## src/rtl/fetch_stage_pkg.sv

```systemverilog
// rtl/fetch_stage_pkg.sv - shared types and constants for the IF stage
package fetch_stage_pkg;

  localparam int          NPC_OP_LENGTH    = 3;
  localparam logic [2:0]  NPC_PC4          = 3'd0;
  localparam logic [2:0]  NPC_BRANCH       = 3'd1;
  localparam logic [2:0]  NPC_JUMP         = 3'd2;
  localparam logic [2:0]  NPC_JR           = 3'd3;
  localparam logic [31:0] NOP_INSTR        = 32'h0000_0000;
  localparam logic [31:0] RESET_PC_DEFAULT = 32'h0000_3000;

  typedef enum logic {
    ST_FETCH = 1'b0,
    ST_DRAIN = 1'b1
  } fetch_state_e;

  typedef struct packed {
    logic [31:0] instr;
    logic [31:0] pc;
    logic [31:0] pc_plus4;
    logic        valid;
  } ifid_t;

  localparam ifid_t IFID_BUBBLE = '{instr: NOP_INSTR, pc: 32'h0, pc_plus4: 32'h0, valid: 1'b0};

endpackage

```

## src/rtl/fetch_stage_npc_calc.sv

```systemverilog
// rtl/fetch_stage_npc_calc.sv - redirect target and redirect decision for the instr in ID
module fetch_stage_npc_calc
  import fetch_stage_pkg::*;
(
  input  logic [NPC_OP_LENGTH-1:0] npc_op,
  input  logic                     valid,
  input  logic [31:0]              pc_plus4,
  input  logic [15:0]              imm16,
  input  logic [25:0]              instr_idx,
  input  logic [31:0]              rs_data,
  output logic [31:0]              target,
  output logic                     redirect
);

  // Unknown opcodes fall through to the default and behave as sequential PC+4.
  always_comb begin
    target   = pc_plus4;
    redirect = 1'b0;
    case (npc_op)
      NPC_BRANCH: begin
        target   = pc_plus4 + {{14{imm16[15]}}, imm16, 2'b00};
        redirect = valid;
      end
      NPC_JUMP: begin
        target   = {pc_plus4[31:28], instr_idx, 2'b00};
        redirect = valid;
      end
      NPC_JR: begin
        target   = rs_data & ~32'h0000_0003;
        redirect = valid;
      end
      default: ;
    endcase
  end

endmodule

```

## src/rtl/fetch_stage.sv

```systemverilog
// rtl/fetch_stage.sv - IF stage: PC, next-PC select, 1-entry fetch buffer, IF/ID register
module fetch_stage
  import fetch_stage_pkg::*;
#(
  parameter logic [31:0] RESET_PC = RESET_PC_DEFAULT
)(
  input  logic                     clk,
  input  logic                     rst,
  input  logic                     stallF,
  input  logic [NPC_OP_LENGTH-1:0] npcOp,
  input  logic [15:0]              imm16D,
  input  logic [25:0]              instrIdxD,
  input  logic [31:0]              rsDataD,
  output logic [31:0]              imem_addr,
  output logic                     imem_req,
  input  logic                     imem_ready,
  input  logic [31:0]              imem_rdata,
  output logic [31:0]              instrD,
  output logic [31:0]              pcD,
  output logic [31:0]              pcPlus4D,
  output logic                     validD
);

  fetch_state_e state, state_n;
  ifid_t        ifid;
  logic [31:0]  pc_f, pc_plus4_f, buf_word, saved_target, target;
  logic         buf_valid, redirect;

  assign pc_plus4_f = pc_f + 32'd4;
  assign instrD     = ifid.instr;
  assign pcD        = ifid.pc;
  assign pcPlus4D   = ifid.pc_plus4;
  assign validD     = ifid.valid;

  fetch_stage_npc_calc u_npc_calc (
    .npc_op    (npcOp),
    .valid     (ifid.valid),
    .pc_plus4  (ifid.pc_plus4),
    .imm16     (imm16D),
    .instr_idx (instrIdxD),
    .rs_data   (rsDataD),
    .target    (target),
    .redirect  (redirect)
  );

  always_ff @(posedge clk or posedge rst) begin
    if (rst) state <= ST_FETCH;
    else     state <= state_n;
  end

  // DRAIN waits out an outstanding request whose word belongs to the wrong path.
  always_comb begin
    state_n = state;
    case (state)
      ST_FETCH: if (!stallF && redirect && !buf_valid && !imem_ready) state_n = ST_DRAIN;
      ST_DRAIN: if (imem_ready) state_n = ST_FETCH;
      default:  state_n = ST_FETCH;
    endcase
  end

  always_comb begin
    imem_req  = (state == ST_DRAIN) || !buf_valid;
    imem_addr = pc_f;
  end

  always_ff @(posedge clk or posedge rst) begin
    if (rst) begin
      pc_f         <= RESET_PC;
      buf_valid    <= 1'b0;
      buf_word     <= NOP_INSTR;
      saved_target <= 32'h0;
      ifid         <= IFID_BUBBLE;
    end else begin
      case (state)
        ST_FETCH: begin
          if (stallF) begin
            if (imem_req && imem_ready) begin
              buf_word  <= imem_rdata;
              buf_valid <= 1'b1;
            end
          end else if (redirect) begin
            ifid <= IFID_BUBBLE;
            if (buf_valid || imem_ready) begin
              pc_f      <= target;
              buf_valid <= 1'b0;
            end else begin
              saved_target <= target;
            end
          end else if (buf_valid) begin
            ifid      <= '{instr: buf_word, pc: pc_f, pc_plus4: pc_plus4_f, valid: 1'b1};
            pc_f      <= pc_plus4_f;
            buf_valid <= 1'b0;
          end else if (imem_ready) begin
            ifid <= '{instr: imem_rdata, pc: pc_f, pc_plus4: pc_plus4_f, valid: 1'b1};
            pc_f <= pc_plus4_f;
          end else begin
            ifid <= IFID_BUBBLE;
          end
        end
        ST_DRAIN: begin
          if (!stallF)    ifid <= IFID_BUBBLE;
          if (imem_ready) pc_f <= saved_target;
        end
        default: ;
      endcase
    end
  end

endmodule

```

## config.mk

```make
export PLATFORM = sky130hd
export DESIGN_NAME = fetch_stage
export DESIGN_NICKNAME = d
export VERILOG_FILES = /design/src/rtl/fetch_stage_pkg.sv /design/src/rtl/fetch_stage_npc_calc.sv /design/src/rtl/fetch_stage.sv
export SDC_FILE = /design/constraint.sdc
export NUM_CORES = 1
export LEC_CHECK = 0
export CAP_MARGIN = 20
export CORE_MARGIN = 3
export CORE_UTILIZATION = 30
export CTS_CLUSTER_SIZE = 24
export DETAILED_ROUTE_END_ITERATION = 6
export GPL_TIMING_DRIVEN = 0
export SYNTH_ARGS = -nofsm -noshare
export SYNTH_HDL_FRONTEND = slang
export SYNTH_HIERARCHICAL = 1
export SYNTH_SLANG_ARGS = --single-unit
```

## constraint.sdc

```tcl
create_clock -name clk -period 12.7 [get_ports clk]
set_input_delay 1.27 -clock clk [delete_from_list [all_inputs] [get_ports clk]]
set_output_delay 1.27 -clock clk [all_outputs]
set_load 0.1 [all_outputs]
```

* Yosys cells after proc, flatten, opt, wreduce, memory -nomap -nowiden
Cells that the tools add are included. W data, S select, Z words.
Operators by class: reductions and logical operators 15, add/subtract/negate cells 2, bitwise operators 3, mux-type cells 22, equality and inequality tests 10
Operator list (count):
- $mux W97 | 5
- $pmux W97 S2 | 1
- $mux W32 | 6
- $pmux W32 S3 | 1
- $pmux W32 S2 | 1
- $add A32 B3 Y32 const B | 1
- $add A32 B32 Y32 | 1
- $reduce_and A4 Y1 | 2
- $mux W1 | 7
- $eq A3 B2 Y1 const B | 2
- $ne A2 B2 Y1 const B | 3
- $reduce_and A3 Y1 | 2
- $logic_and A1 B1 Y1 | 4
- $ne A4 B4 Y1 const B | 1
- $eq A3 B1 Y1 const B | 1
- $logic_not A1 Y1 | 3
- $ne A3 B2 Y1 const B | 1
- $ne A3 B3 Y1 const B | 1
- $not A1 Y1 | 3
- $reduce_or A3 Y1 | 1
- $logic_or A1 B1 Y1 | 2
- $ne A2 B1 Y1 const B | 1
- $pmux W1 S2 | 1
- $reduce_and A2 Y1 | 1
Word-level totals: output and inout bits 130, input port bits 113, logic and storage cells 61, register bits after elaboration 195

* Logic depth before layout (Yosys ltp)
word-level depth 8, depth in mapped cells 14, depth with buffers taken out 14

* Hierarchy
The synthesis kept the hierarchy.
By module, submodules not included:
- fetch_stage | seq. area each 4832.1 sq um, cells an instance 913, times used 1, area an instance 9036.2 sq um
- fetch_stage_npc_calc | seq. area each 0.0 sq um, cells an instance 382, times used 1, area an instance 2611.3 sq um

* Least setup slack after synthesis
No wires, ideal clock.
kind input-to-reg, start point in imm16D[0], end point reg pc_f[28], in the netlist imem_addr[28], data required time 12.574 ns, data arrival time 3.744 ns, stages 14, path buffers 0, library setup time 0.126 ns, setup slack 8.830 ns, path through ha_1 > fa_1 > a211oi_2 > o21ai_2 > a211oi_1 > o21ai_1 > a31oi_1 > a22oi_1 > xnor2_1 > o211ai_1 > nand2_1 > o21ai_0 > mux2_2 > a311o_1
On the way: word-level cells in the longest chain between the ends 6
Ends and longest elaborated chain:
- from (decl) | RTL line fetch_stage.sv:11 | input logic [15:0] imm16D,
- $add A32 B32 Y32 | RTL line fetch_stage_npc_calc.sv:21 | target = pc_plus4 + {{14{imm16[15]}}, imm16, 2'b00};
- $pmux W32 S3 | RTL line fetch_stage_npc_calc.sv:19 | case (npc_op)
- named net target[28] | RTL line fetch_stage.sv:26 | logic [31:0] pc_f, pc_plus4_f, buf_word, saved_target, target;
- $mux W32 | RTL line fetch_stage.sv:83 | if (buf_valid || imem_ready) begin
- $mux W32 | RTL line fetch_stage.sv:81 | end else if (redirect) begin
- $mux W32 | RTL line fetch_stage.sv:76 | if (stallF) begin
- $pmux W32 S2 | RTL line fetch_stage.sv:74 | case (state)
- to (signal assigned) | RTL line fetch_stage.sv:84 | pc_f <= target;
- to (signal assigned) | RTL line fetch_stage.sv:91 | pc_f <= pc_plus4_f;
- to (signal assigned) | RTL line fetch_stage.sv:95 | pc_f <= pc_plus4_f;
- to (decl) | RTL line fetch_stage.sv:26
The timed path passes the listed nets, and every way through them passes these cells. The select of a mux whose other input is x is not followed. A chain may end at the register's enable or synchronous reset.

* Worst setup path after layout
start point in npcOp[0], end point reg saved_target[6]
On the way: word-level cells in the longest chain between the ends 4, elaborated cells on any way between the ends 7, those cells by class eq/ne (3); mux (2); reduce/logical (2)
Ends and longest elaborated chain:
- from (decl) | RTL line fetch_stage.sv:10 | input logic [NPC_OP_LENGTH-1:0] npcOp,
- $eq A3 B1 Y1 / $eq A3 B2 Y1 (equally long branches) | RTL line fetch_stage_npc_calc.sv:19
- $reduce_or A3 Y1 (no line) (*)
- $mux W1 (*) | RTL line fetch_stage_npc_calc.sv:19
- named net redirect | RTL line fetch_stage.sv:27 | logic buf_valid, redirect;
- $reduce_and A4 Y1 (no line) (*)
- to (signal assigned) | RTL line fetch_stage.sv:87 | saved_target <= target;
- to (decl) | RTL line fetch_stage.sv:26
The timed path passes the listed nets; every way through them passes the cells marked *.

==> flow_summary.json <==
{
  "wirelength_um": 45710,
  "hold_violations": 0,
  "setup_viol": 0,
  "path_max_fanout": 10,
  "path_cells": "clkdlybuf4s50_1 > clkbuf_1 > nor2_1 > nor2_1 > and2_1 > clkbuf_1 > and3_1 > clkbuf_1 > clkbuf_1 > mux2_2",
  "power_mw": 3.137,
  "p_leak_nw": 6.184,
  "portBuffers": 238,
  "cts_tree": "yes",
  "instances_no_fill": 2077,
  "cts_hold_buf": 0,
  "cp_top_family": "buffers and inverters",
  "fin_tns_setup_ps": 0,
  "endpoint_kind": "register",
  "ir_worst_vdd_mv": 0.1012,
  "grt_pass1_vias": 11095,
  "dr.pass1.iters": 5,
  "vias_per_cell": 5.502,
  "wl_per_cell_um": 22.01,
  "r2r_slack_ps": 8890,
  "seqPwrFrac_pct": 29.6,
  "initial_utilization_pct": 30.71,
  "p_sw_share_pct": 51.06,
  "fmax_ghz": 0.2029,
  "place_hpwl_um": 35040,
  "drv_slew": 0,
  "antenna_found_initial": 1,
  "grt_max_degree": 117,
  "drt_iter0_markers": 1081,
  "clock-root-buffer": "clkbuf_16",
  "worst_slew_pin_slew_ps": 1076,
  "synth_area_per_cell_um2": 8.994,
  "critPathMaxStageDelay_ps": 570,
  "crit_buf_inv": 5,
  "critPathMostFrequentCell": "clkbuf_1",
  "die_h_um": 203.0,
  "fillers": 3847,
  "dieArea_um2": 41230,
  "synth_cells": 1295,
  "cts.sinks": 193,
  "cts_buffers": 17,
  "relSlewSlack_pct": 28.02,
  "antenna_cells": 0,
  "skew_ps": 15.69,
  "worst_slack_ps": 7770,
  "status": "complete, no violations",
  "vias": 11427,
  "core_area_um2": 37930,
  "hp-class": "reg -> reg",
  "internal_power_mw": 1.535,
  "min_period_over_period_pct": 38.82,
  "critPathArrivalTime_ps": 5260,
  "place_congestion": 0.9416,
  "post-route-util_pct": 40.34,
  "place_ws_ps": 7378,
  "synth_fp_nets": 1439,
  "nets": 1697,
  "grt-ovfl-total": 0,
  "crit_slowest_cell": "clkbuf_1",
  "die_x_um": 203.0,
  "h-tree-depth": 4,
  "area_growth_pct": 31.37,
  "period_needed_ps": 4930,
  "route.detailed.drc": 0,
  "start_kind": "input pin",
  "switching_power_mw": 1.602,
  "drv_cap": 0,
  "postCtsResizedCells": 0,
  "clock_path_buffers": 2,
  "clk_pin_slew_ps": 70,
  "ioPinCount": 243,
  "layout-drive-gt1-share_pct": 9.706,
  "clockPowerShare_pct": 17.7,
  "grt.total_usage_pct": 21.62,
  "dpl.cell_count": 2045,
  "comb_power_share_pct": 52.7,
  "ys_ff_latch": 193,
  "cts_setup_buffers": 0,
  "synth_area_um2": 11650,
  "critPathKind": "in -> reg",
  "seq_area_frac_synth_pct": 41.49,
  "row_count": 71,
  "ant_nets": 0,
  "synth_edf_count": 0,
  "ys_types": 83,
  "required_ps": 13030,
  "grt_setup_unrepaired": "no",
  "clock_latency_ps": 450,
  "yosysWarningCount": 6,
  "grt_first_pass_wirelength_um": 69070,
  "async_reset_ff_share_pct": 100.0,
  "power.density_nw_per_um2": 205.0,
  "ys.flop_type": "dfrtp_1"
}
-- path summary, 6_finish.rpt --
check	from	cells past startpoint	end
setup reg to reg	pcPlus4D[2]	14	imem_addr[28]
min in group asynchronous	rst	2	instrD[3]
hold reg to reg	instrD[11]	2	instrD[11]
max in group asynchronous	rst	3	imem_addr[9]
setup / recovery	npcOp[0]	10	saved_target[6]
hold / removal	instrD[11]	2	instrD[11]
-- through the flow --
| stage | hold WS, ps | instance area [µm²] |
|---|---|---|
| 2_1_floorplan | 472.1 | 11650 |
| 3_3_place_gp | 461.8 | 14670 |
| 3_5_place_dp | 471.3 | 14700 |
| 4_1_cts | 492.9 | 15300 |
| 5_1_grt | 515.1 | 15300 |
| 6_report | 485.6 | 15300 |
-- tightest hold or removal path, stage by stage, from the launching register on --
cell	delay, ps
dfrtp_1	350
nand2_1	50
o21ai_0	60
-- sequential cells by signal, indices dropped and copies added, names as in the netlist --
| signal | cells |
|---|---|
| buf_valid | 1 |
| buf_word | 32 |
| imem_addr | 32 |
| instrD | 32 |
| pcD | 32 |
| pcPlus4D | 30 |
| saved_target | 32 |
| state | 1 |
| validD | 1 |
-- cells in the mapped netlist (all sizes together) (17+ instances only) --
cell / instances / area share [%]
o21ai: 110 / 4.8
a21oi: 105 / 4.5
a22o: 21 / 1.6
o22ai: 29 / 1.6
and3: 18 / 1.0
a21o: 17 / 1.1
nand4: 17 / 0.91
mux2: 67 / 6.5
nand3: 30 / 1.3
buf: 28 / 1.4
o211ai: 27 / 1.8
nor2: 91 / 3.0
clkbuf: 75 / 2.5
ha: 30 / 3.2
xnor2: 26 / 2.0
dfrtp: 191 / 41
nand2: 183 / 5.9
-- per-layer routing --
layer	vias up	share of wire, %	GRT usage, %
met4	2	2.8	6.957
met5	-	0.028	0
met1	5566	43	28.90
met2	524	45	33.93
met3	78	9.5	6.109
li1	5257	-	-
-- final cells by class --
cell class                      count  area (µm²)  area share [%]
Timing Repair Buffer              239        2410           15.75
Buffer                            103       450.4           2.944
Clock inverter                     13       143.9          0.9404
Clock buffer                       19       452.9           2.960
Inverter                           17       71.32          0.4661
Multi-Input combinational cell    982        6301           41.18
Tap cell                          511       639.4           4.179
Sequential cell                   193        4832           31.58
-- power groups by stage --
stage	logic, mW	registers [mW]	clock network (mW)
2_1_floorplan	0.549	1.55	0
3_3_place_gp	1.64	0.932	0
3_5_place_dp	1.65	0.937	0
4_1_cts	1.65	0.926	0.566
5_1_grt	1.74	0.950	0.589
6_report	1.65	0.929	0.555
-- cell families after synthesis --
kind of cell	share of synthesized area [%]
XOR/XNOR	2.632
multiplexers	7.251
flip-flops	41.49
AO/OA/AOI/OAI	23.36
adder cells (fa/ha/maj)	3.395
buffers and inverters	4.415
AND/OR/NAND/NOR	17.46
-- placed cells by master (no fill, tap or decap), types with 7 or more instances in the layout --
cell type,count
a211oi_1,9
a21o_1,16
a21oi_1,105
a221oi_1,12
a22o_1,21
a31oi_1,7
and2_1,7
and3_1,17
and4_1,8
buf_1,12
buf_2,8
clkbuf_1,73
clkbuf_16,17
clkdlybuf4s50_1,238
dfrtp_1,191
ha_1,30
inv_1,15
mux2_2,67
mux2i_1,9
nand2_1,183
nand3_1,30
nand4_1,17
nor2_1,90
nor2b_1,16
nor3_1,9
nor4_1,11
o211ai_1,26
o21ai_0,100
o21ai_1,7
o22a_1,12
o22ai_1,29
o2bb2ai_1,7
or4_4,7
xnor2_1,26
xor2_1,9
Note: power is estimated with default switching activity, not from simulation.
==> edit (same settings) <==
The package constant `NPC_OP_LENGTH` goes from 3 to 6.
--- a/src/rtl/fetch_stage_pkg.sv
+++ b/src/rtl/fetch_stage_pkg.sv
@@ -1,7 +1,7 @@
 // rtl/fetch_stage_pkg.sv - shared types and constants for the IF stage
 package fetch_stage_pkg;
 
-  localparam int          NPC_OP_LENGTH    = 3;
+  localparam int          NPC_OP_LENGTH    = 6;
   localparam logic [2:0]  NPC_PC4          = 3'd0;
   localparam logic [2:0]  NPC_BRANCH       = 3'd1;
   localparam logic [2:0]  NPC_JUMP         = 3'd2;
Ports: changed (resized npcOp); port bits go from 243 to 246. The function was not compared with the original's and may differ.
==> edit against the original RTL <==
Synthesized cell count is 2.2% lower; clock skew fell by 0.0017 ns; total power fell by 22%; via count is 5.1% lower; combinational power down 35%; register-to-register slack better by 0.30 ns; count of clock-buffer cells in the layout down 1; setup slack worse by 0.52 ns; wire length shrank 4.6%; final area fell by 0.49%; area after synthesis decreased by 0.83%; largest cell class unchanged; sequential cell count stayed put; sequential power fell by 15%.
==> edit: results (changes against the original RTL) <==
The area fraction of clock buffers and clock inverters is 3.93% (was 3.90%). The met1 usage came out at 27.5% (was 28.9%). The detailed placer's ending HPWL came out at 33200 um (was 35000 um). The maximum vdd drop came out at 0.000113 V (was 0.000101 V). The number of vias after detailed routing is 10800 (was 11400). The count of nets after finishing came out at 1674 (was 1697). The non-clock buffer total of the final layout is 340 (was 342).

The fraction of layout cells with a size suffix above 1 came out at 10.0% (was 9.71%). The met3 track demand over resource in global routing is 6.36% (was 6.11%). The post-synthesis area per instance came to 9.12 um2 (was 8.99 um2).

The total area of multi-input combinational cells is 6220 um2 (was 6300 um2). The largest net degree at the start of global routing is 107 (was 117). Run status: finished clean (unchanged).

The setup skew after layout was 0.0140 ns (was 0.0157 ns). The number of logic inverters in the finished layout is 21 (was 17). The worst slew margin relative to its limit is 25.2% (was 28.0%). The clock buffer instance count of the final layout is 18 (was 19). The standard cell with the maximum stage delay on the critical path is sky130_fd_sc_hd__nor4_4 (was sky130_fd_sc_hd__clkbuf_1). The compound-gate portion of the synthesized area came to 20.8% (was 23.4%). The portion of netlist area occupied by mux cells came out at 9.13% (was 7.25%). The reported leakage power came out at 6.32 nW (was 6.18 nW).

The routability congestion estimate is 0.930 (was 0.942). The fraction of area in non-clock buffers was 18.7% (about the same). The distinct cell type count of the synthesized netlist is 82 (was 83). The area of placed instances came to 14600 um2 (was 14700 um2). The number of buffers inserted by port buffering came to 240 (was 238). The cell total after placement came out at 2019 (was 2045). The largest stage delay on the critical path is 0.71 ns (was 0.57 ns). The wire length of the first global-routing pass is 66600 um (was 69100 um). The synthesized net count came to 1414 (was 1439). The fraction of power spent switching nets came out at 46.6% (was 51.1%). The share of synthesized area occupied by flip-flops and latches came out at 41.8% (was 41.5%).

The area of the core region is 37800 um2 (was 37900 um2). The multi-input gate count is 954 (was 982). The global routing usage summed across all routing layers is 20.9% (was 21.6%).

The worst slack at placement came out at 6.75 ns (was 7.38 ns). The first-iteration detailed-routing DRC count is 990 (was 1081). The adder and majority gate portion of the synthesized area is 3.42% (was 3.39%).

The data arrival time of the critical path is 5.78 ns (was 5.26 ns).
## edit: cell types whose count changed in the layout (fill, tap and decap cells not counted), moves of 5 or more
cell,change
sky130_fd_sc_hd__a211oi_1,-5
sky130_fd_sc_hd__a21oi_1,-26
sky130_fd_sc_hd__a221oi_1,-6
sky130_fd_sc_hd__a31oi_1,+5
sky130_fd_sc_hd__inv_1,+5
sky130_fd_sc_hd__mux2i_1,+21
sky130_fd_sc_hd__nand2_1,+19
sky130_fd_sc_hd__nand4_1,+5
sky130_fd_sc_hd__nor2b_1,-6
sky130_fd_sc_hd__o221ai_1,+15
sky130_fd_sc_hd__o22a_1,-12
sky130_fd_sc_hd__o22ai_1,-23
sky130_fd_sc_hd__xnor2_1,-5
## edit: worst paths after layout
path / start / to / slack (ns) / cells after the start
hold reg to reg: instrD[28] / instrD[28] / 0.49 / 2
hold / removal: instrD[28] / instrD[28] / 0.49 / 2
min in group asynchronous: rst / instrD[2] / 1.31 / 2
setup reg to reg: pcPlus4D[2] / imem_addr[28] / 9.19 / 15
setup / recovery: npcOp[5] / saved_target[3] / 7.25 / 10
max in group asynchronous: rst / pcPlus4D[26] / 10.43 / 3
## edit: power by group through the flow
stage,clock network (W),registers [W],logic [W]
3_5_place_dp,0,0.000796,0.00108
2_1_floorplan,0,0.00121,0.000350
6_report,0.000567,0.000786,0.00108
4_1_cts,0.000579,0.000786,0.00108
3_3_place_gp,0,0.000794,0.00107
5_1_grt,0.000603,0.000799,0.00114
## edit: critical path, delay by kind of cell
family	cells	cell delay, ns
AO/OA/AOI/OAI	1	0.45
buffers and inverters	5	2.45
multiplexers	1	0.41
AND/OR/NAND/NOR	3	1.17
